--- src/rtl/decoder_scan.sv ---
// decoder_scan: registered active-low decoder with direct and auto-scan modes.
// Define DECODER_SCAN_BLANK_EN for a one-cycle all-high blank between scan steps.
module decoder_scan #(
   parameter int SEL_W = 3,
   parameter int DWELL_W = 8,
   localparam int N_OUT = 2**SEL_W
) (
   input  logic               clk,
   input  logic               rst,
   input  logic               en,
   input  logic               mode,
   input  logic [SEL_W-1:0]   sel,
   input  logic               sel_load,
   input  logic [DWELL_W-1:0] dwell,
   output logic [N_OUT-1:0]   y_n,
   output logic [SEL_W-1:0]   cur_sel,
   output logic               wrap,
   output logic               busy
);
   typedef enum logic [1:0] {IDLE, DIRECT, SCAN, BLANK} state_t;
   state_t state;
   logic [DWELL_W-1:0] cnt;
   logic [SEL_W-1:0] nxt;
   logic last;
`ifdef DECODER_SCAN_BLANK_EN
   logic [SEL_W-1:0] pend;
   logic pend_wrap;
`endif
   assign nxt = cur_sel + 1'b1;
   assign last = &cur_sel;
   function automatic logic [N_OUT-1:0] dec(input logic [SEL_W-1:0] i);
      return ~(N_OUT'(1) << i);
   endfunction
   // cnt holds the cycles left in the current step after this one
   always_ff @(posedge clk) begin
      wrap <= 1'b0;
      if (rst) begin
         state <= IDLE;
         y_n <= '1;
         cur_sel <= '0;
         busy <= 1'b0;
         cnt <= '0;
`ifdef DECODER_SCAN_BLANK_EN
         pend <= '0;
         pend_wrap <= 1'b0;
`endif
      end else if (!en) begin
         state <= IDLE;
         y_n <= '1;
         busy <= 1'b0;
      end else if (!mode) begin
         state <= DIRECT;
         y_n <= dec(sel);
         cur_sel <= sel;
         busy <= 1'b0;
      end else begin
         busy <= 1'b1;
         if (state == IDLE || state == DIRECT) begin
            state <= SCAN;
            y_n <= dec('0);
            cur_sel <= '0;
            cnt <= dwell;
         end else if (sel_load) begin
`ifdef DECODER_SCAN_BLANK_EN
            if (state == SCAN) begin
               state <= BLANK;
               y_n <= '1;
               pend <= sel;
               pend_wrap <= 1'b0;
            end else begin
               state <= SCAN;
               y_n <= dec(sel);
               cur_sel <= sel;
               cnt <= dwell;
            end
`else
            y_n <= dec(sel);
            cur_sel <= sel;
            cnt <= dwell;
`endif
`ifdef DECODER_SCAN_BLANK_EN
         end else if (state == BLANK) begin
            state <= SCAN;
            y_n <= dec(pend);
            cur_sel <= pend;
            wrap <= pend_wrap;
            cnt <= dwell;
`endif
         end else if (|cnt) begin
            cnt <= cnt - 1'b1;
         end else begin
`ifdef DECODER_SCAN_BLANK_EN
            state <= BLANK;
            y_n <= '1;
            pend <= nxt;
            pend_wrap <= last;
`else
            y_n <= dec(nxt);
            cur_sel <= nxt;
            wrap <= last;
            cnt <= dwell;
`endif
         end
      end
   end
endmodule

--- config.mk ---
export PLATFORM = sky130hd
export DESIGN_NAME = decoder_scan
export DESIGN_NICKNAME = d
export VERILOG_FILES = /design/src/rtl/decoder_scan.sv
export SDC_FILE = /design/constraint.sdc
export NUM_CORES = 1
export LEC_CHECK = 0
export ABC_AREA = 1
export BUFFER_PORTS_ARGS = -buffer_cell sky130_fd_sc_hd__buf_2
export CAP_MARGIN = 20
export CORE_UTILIZATION = 58
export CTS_CLUSTER_DIAMETER = 60
export DETAILED_ROUTE_END_ITERATION = 12
export PLACE_DENSITY = 0.92
export SLEW_MARGIN = 0
export SYNTH_ARGS = -nofsm -noshare
export SYNTH_HDL_FRONTEND = slang
export SYNTH_SLANG_ARGS = --single-unit
--- constraint.sdc ---
create_clock -name clk -period 3.8 [get_ports clk]
set_input_delay 0.19 -clock clk [delete_from_list [all_inputs] [get_ports clk]]
set_output_delay 0.19 -clock clk [all_outputs]
set_load 0.05 [all_outputs]
==> flow_summary.ini, run 1 <==
[status]
status = finished, final reports clean

[synth]
synth_area_leaders = dfxtp_1, nand2_1, nand3_1
synth_top_area_cell = dfxtp_1
ys_ff_latch = 22
synth-compound-area-share = 0.171
synth_nets = 221
synth_cells = 198
synth_cell_type_count = 27
muxShareOfSynthArea = 0
synthSimpleGateAreaFrac = 0.347
ys_seq_area_frac = 0.321
synth_top_family_by_area = simple AND/OR/NAND/NOR gates
yosysWarnings = 0
synth_fa_ha_area_frac = 0.0638
yosys.area_share.xor_xnor = 0.00638
syn_area_per_cell_sq_um = 6.93
synth.top_cell.area_share = 0.321
synth_area_sq_um = 1370

[worst_setup_path]
r2r-start = cur_sel[0]
rrSetupSlack_ns = 1.99
cp-start-kind = flop
crit_fanout = 5
required_ns = 3.97
rr_worst_depth = 8
end_kind = flop
arrival_ns = 1.98
crit_type = flop to flop
reg2reg_to = y_n[0]

[finish]
fillers = 208
final_common_cell = nand2_1
n_antenna_cell = 0
mostFrequentLayoutCells = nand2_1, nand3_1, buf_2, dfxtp_1, inv_1
nets = 252
areaGrowthSynthToFinish_pct = 13.8
layout-drive-gt1-share = 0.242

[detailed_routing]
wirelength_um = 2990
via_per_inst = 5.38
drc = 0
wl_per_cell_um = 11.7
num_vias = 1371
first_iter_violations = 37
first_pass_iters = 4
antenna_left = 0

[clock_network]
holdBufCountCts = 0
path_clk_slew_ns = 0.12
post_cts.repair.setup_buffers = 0
cts.sinks = 22
cts_inserted_buffers = 3
cts.htree.levels = 1
clk-insertion-delay-late_ns = 0.30
cts_tree = done
cts_root_buf = clkbuf_4
cts_resized = 0
clockBufferDepth = 2

[sta]
tns_ns = 0
worstMarginPinSlew_ns = 0.542
post-route-period-util = 0.475
setup-violations-final = 0
slew_headroom = 0.637
fmaxAchievable_ghz = 0.554
holdWs_ns = 0.152
skew_ns = 0.00525
hold_viol_final = 0
period_needed_ns = 1.81
rsz0062_at_grt = false
finalMaxSlewViolations = 0

[place]
portBuffers = 28
post-dp-hpwl_um = 2310
gp_congestion = 0.924

[die]
die_x_um = 50.6
core_area_sq_um = 2210
ios = 29
die-area_sq_um = 2560
rows = 17
start_util = 0.620
die_h_um = 50.6

[power_and_ir_drop]
pwr-share-seq = 0.524
p_per_area_nw_per_um2 = 304
pwr-share-clk = 0.225
swShare = 0.335
ir_worst_vdd_mv = 0.203
power.leakage_nw = 0.744
switching_power_w = 0.000159
internal_power_w = 0.000316
power_frac_comb = 0.251
power_w = 0.000475

[hold_path]
hold_path_depth = 3
min_path_type = input pin to flop
min_from = dwell[4]
min_to = cnt[4]

[grt]
gr-total-overflow = 0
antenna_found_initial = 0
grt_pass1_vias = 1166
grt_pass1_wl_um = 5000
grt_max_degree = 14
grt_usage = 0.255

[run]
maxCapViolations = 0
[stage by stage]
stage | util | instance area [sq um] | cells | setup WS [ns]
detailed placement | 0.696 | 1540 | 252 | 2.05
global route | 0.706 | 1560 | 255 | 1.88
CTS | 0.706 | 1560 | 255 | 2.02
floorplan | - | 1370 | 198 | 1.89
global placement | 0.696 | 1540 | 252 | 2.15
finish | 0.706 | 1560 | 255 | 1.99
[cell type report]
cell class                      instances  area [sq um]  area share
Clock buffer                            3          22.5      0.0144
Inverter                               30           115      0.0737
Multi-Input combinational cell        144           808       0.518
Sequential cell                        22           440       0.282
Tap cell                               28          35.0      0.0224
Timing Repair Buffer                   28           140      0.0897
[state kept, by name, summed over array words and instances (netlist names)]
signal,count
cnt,8
cur_sel,3
y_n,8
wrap,1
state,1
busy,1
[kinds of logic after synthesis]
logic type                 after synthesis
AOI/OAI and AO/OA                       40
xor gates and xnor gates                 1
adders and majority gates                7
and+or+nand+nor                         96
buffers and inverters                   32
DFF                                     22
[per-layer routing]
layer	wire length (um)	global-route usage	vias up
li1	-	-	716
met2	1340	0.387	44
met4	47	0.120	0
met3	143	0.0303	4
met5	0	0	-
met1	1450	0.355	607
[power by group through the flow]
stage,sequential [W],combinational [W],clock (W)
after global routing,0.000250,0.000133,0.000114
after detailed placement,0.000254,0.000119,0
final,0.000249,0.000119,0.000107
after global placement,0.000253,0.000117,0
after floorplan,0.000267,0.0000746,0
after CTS,0.000249,0.000119,0.000108
[worst max-delay path, stage by stage, from the launching register on]
cell and delay (ns):
dfxtp_1 0.37, ha_1 0.21, ha_1 0.27, nor2_1 0.30, inv_1 0.16, o21ai_1 0.14
o21ai_0 0.09, nand3_1 0.07, nand3_1 0.07
[worst max-delay path by stage]
stage          depth (start not counted)      to  slack, ns  startpoint
2_1_floorplan                          8  y_n[0]       1.89  cur_sel[1]
3_3_place_gp                           8  y_n[0]       2.15  cur_sel[0]
3_5_place_dp                           8  y_n[0]       2.05  cur_sel[0]
4_1_cts                                8  y_n[0]       2.02  cur_sel[0]
5_1_grt                                8  y_n[0]       1.88  cur_sel[0]
6_report                               8  y_n[0]       1.99  cur_sel[0]
[Yosys cell counts, drive strengths merged]
| master | count |
|---|---|
| o21ai | 15 |
| nor2 | 17 |
| o22ai | 1 |
| xor2 | 1 |
| nor3 | 1 |
| o211ai | 7 |
| a31oi | 1 |
| dfxtp | 22 |
| nand3 | 29 |
| o311ai | 1 |
| ha | 7 |
| inv | 30 |
| nand4 | 2 |
| buf | 2 |
| a32oi | 1 |
| nand2 | 47 |
| a21oi | 14 |
(Power assumes the default switching activity.)
==> inputs of run 2 (changes only) <==
CORE_UTILIZATION = 48   (was 58)
PLACE_DENSITY = 0.82   (was 0.92)
clock period = 1.5 ns   (was 3.8 ns; I/O delays follow)
==> run 2 against run 1 <==
Effect of this change: sequential share of layout area is 1.1 points lower; utilization is 9.9 points lower; sequential power grew to 2.5 times the previous value; setup slack worse by 1.9 ns; total power grew to 2.7 times the previous value; first-iteration DRC count is 97% higher; clock power grew to 3.1 times the previous value; final cell count is 2.7% higher; critical path type unchanged.
==> flow_summary.ini, run 2 (synthesized netlist as in run 1, its figures left out) <==
[worst_setup_path]
cp-start-kind = flop
crit_type = flop to flop
r2r-start = cur_sel[0]
worst_path_most_repeated_cell = nand3_1
cpPeakStageDelay_ns = 0.37
path_buf_inv = 1
arrival_ns = 1.61
required_ns = 1.69
cp_slowest_cell = dfxtp_4
end_kind = flop
cp_top_family = adder cells
critPathLaunch = cur_sel[0]
path_cells = ha_2, ha_4, nor2_4, inv_2, o21ai_2, o21ai_1, nand3_1, nand3_1
crit_fanout = 5

[die]
die_x_um = 55.5
rows = 19
die-area_sq_um = 3080
core_area_sq_um = 2730
die_h_um = 55.5
ios = 29
start_util = 0.502

[power_and_ir_drop]
pwr-share-clk = 0.258
power.leakage_nw = 0.753
internal_power_w = 0.000867
swShare = 0.331
p_per_area_nw_per_um2 = 780
ir_worst_vdd_mv = 0.568
pwr-share-seq = 0.487
switching_power_w = 0.000428
power_frac_comb = 0.255

[sta]
skew_ns = 0.00147
fin_ws_ns = 0.0786
setup-violations-final = 0
fmaxAchievable_ghz = 0.704
rsz0062_at_grt = false
slew_headroom = 0.663
finalMaxSlewViolations = 0
tns_ns = 0
period_needed_ns = 1.42
worstMarginPinSlew_ns = 0.504
hold_viol_final = 0
post-route-period-util = 0.948

[status]
status = finished, final reports clean

[place]
dp_slack_ns = 0.0423
portBuffers = 28
gp_congestion = 0.934
post-dp-hpwl_um = 2410

[grt]
gr-total-overflow = 0
grt_usage = 0.215
antenna_found_initial = 0
grt_pass1_wl_um = 5400
grt_max_degree = 13
grt_pass1_vias = 1230

[clock_network]
clockBufferDepth = 2
cts.htree.levels = 1
cts_tree = done
cts.sinks = 22
clk-insertion-delay-late_ns = 0.31
cts_root_buf = clkbuf_4
cts_inserted_buffers = 3
path_clk_slew_ns = 0.12

[run]
maxCapViolations = 0

[finish]
layout-drive-gt1-share = 0.303
n_antenna_cell = 0
mostFrequentLayoutCells = nand2_1, nand3_1, buf_2, inv_1, dfxtp_1
areaGrowthSynthToFinish_pct = 21.0
nets = 255
largest_registers = cnt: 8 flops, y_n: 8 flops, cur_sel: 3 flops
final_common_cell = nand2_1

[detailed_routing]
first_iter_violations = 73
wl_per_cell_um = 11.8
wirelength_um = 3100
drc = 0
antenna_left = 0
first_pass_iters = 4
via_per_inst = 5.29
num_vias = 1387

[hold_path]
min_path_type = input pin to flop
min_from = dwell[0]
## run 2: worst reg2reg max path: stages, from the launching register on
cell	delay [ns]
dfxtp_4	0.37
ha_2	0.19
ha_4	0.22
nor2_4	0.15
inv_2	0.08
o21ai_2	0.10
o21ai_1	0.07
nand3_1	0.07
nand3_1	0.06
## run 2: repair_timing
item	4_1_cts	5_1_grt
buffers inserted	0	2
gates resized for setup	0	9
endpoints found under the setup margin	0	16
hold buffers	0	0
## run 2: area by class of cell
| cell class | count | area (sq um) |
|---|---|---|
| multi-input combinational | 144 | 855 |
| timing repair buffer | 31 | 163 |
| clock buffer | 4 | 36.3 |
| tap | 31 | 38.8 |
| fill | 265 | 1070 |
| inverter | 30 | 118 |
| sequential | 22 | 450 |
## run 2: final timing paths
check | endpoint | slack (ns) | depth (start not counted)
worst max-delay path | y_n[0] | 0.08 | 8
worst min-delay path | cnt[0] | 0.03 | 3
worst max register to register | y_n[0] | 0.08 | 8
worst min register to register | y_n[5] | 0.48 | 2
## run 2: power by group through the flow
| stage | sequential, W | clock (W) | combinational [W] |
|---|---|---|---|
| after floorplan | 0.000677 | 0 | 0.000194 |
| after global placement | 0.000642 | 0 | 0.000306 |
| after detailed placement | 0.000643 | 0 | 0.000310 |
| after CTS | 0.000631 | 0.000344 | 0.000311 |
| after global routing | 0.000635 | 0.000379 | 0.000364 |
| final | 0.000631 | 0.000334 | 0.000330 |
## run 2: metrics by stage
stage	hold slack (ns)	std cells	total power (W)	util	area, sq um
finish	0.0335	262	0.00129	0.607	1660
global route	0.0342	262	0.00138	0.607	1660
CTS	0.0322	260	0.00129	0.591	1620
detailed placement	0.368	256	0.000953	0.578	1580
global placement	0.351	256	0.000948	0.578	1580
floorplan	0.159	198	0.000870	-	1400
## run 2: metal layers
layer / vias up / share of wire / global-route usage
li1: 730 / - / -
met3: 5 / 0.050 / 0.0304
met1: 611 / 0.48 / 0.295
met2: 41 / 0.46 / 0.344
met4: 0 / 0.014 / 0.0786
met5: - / 0 / 0
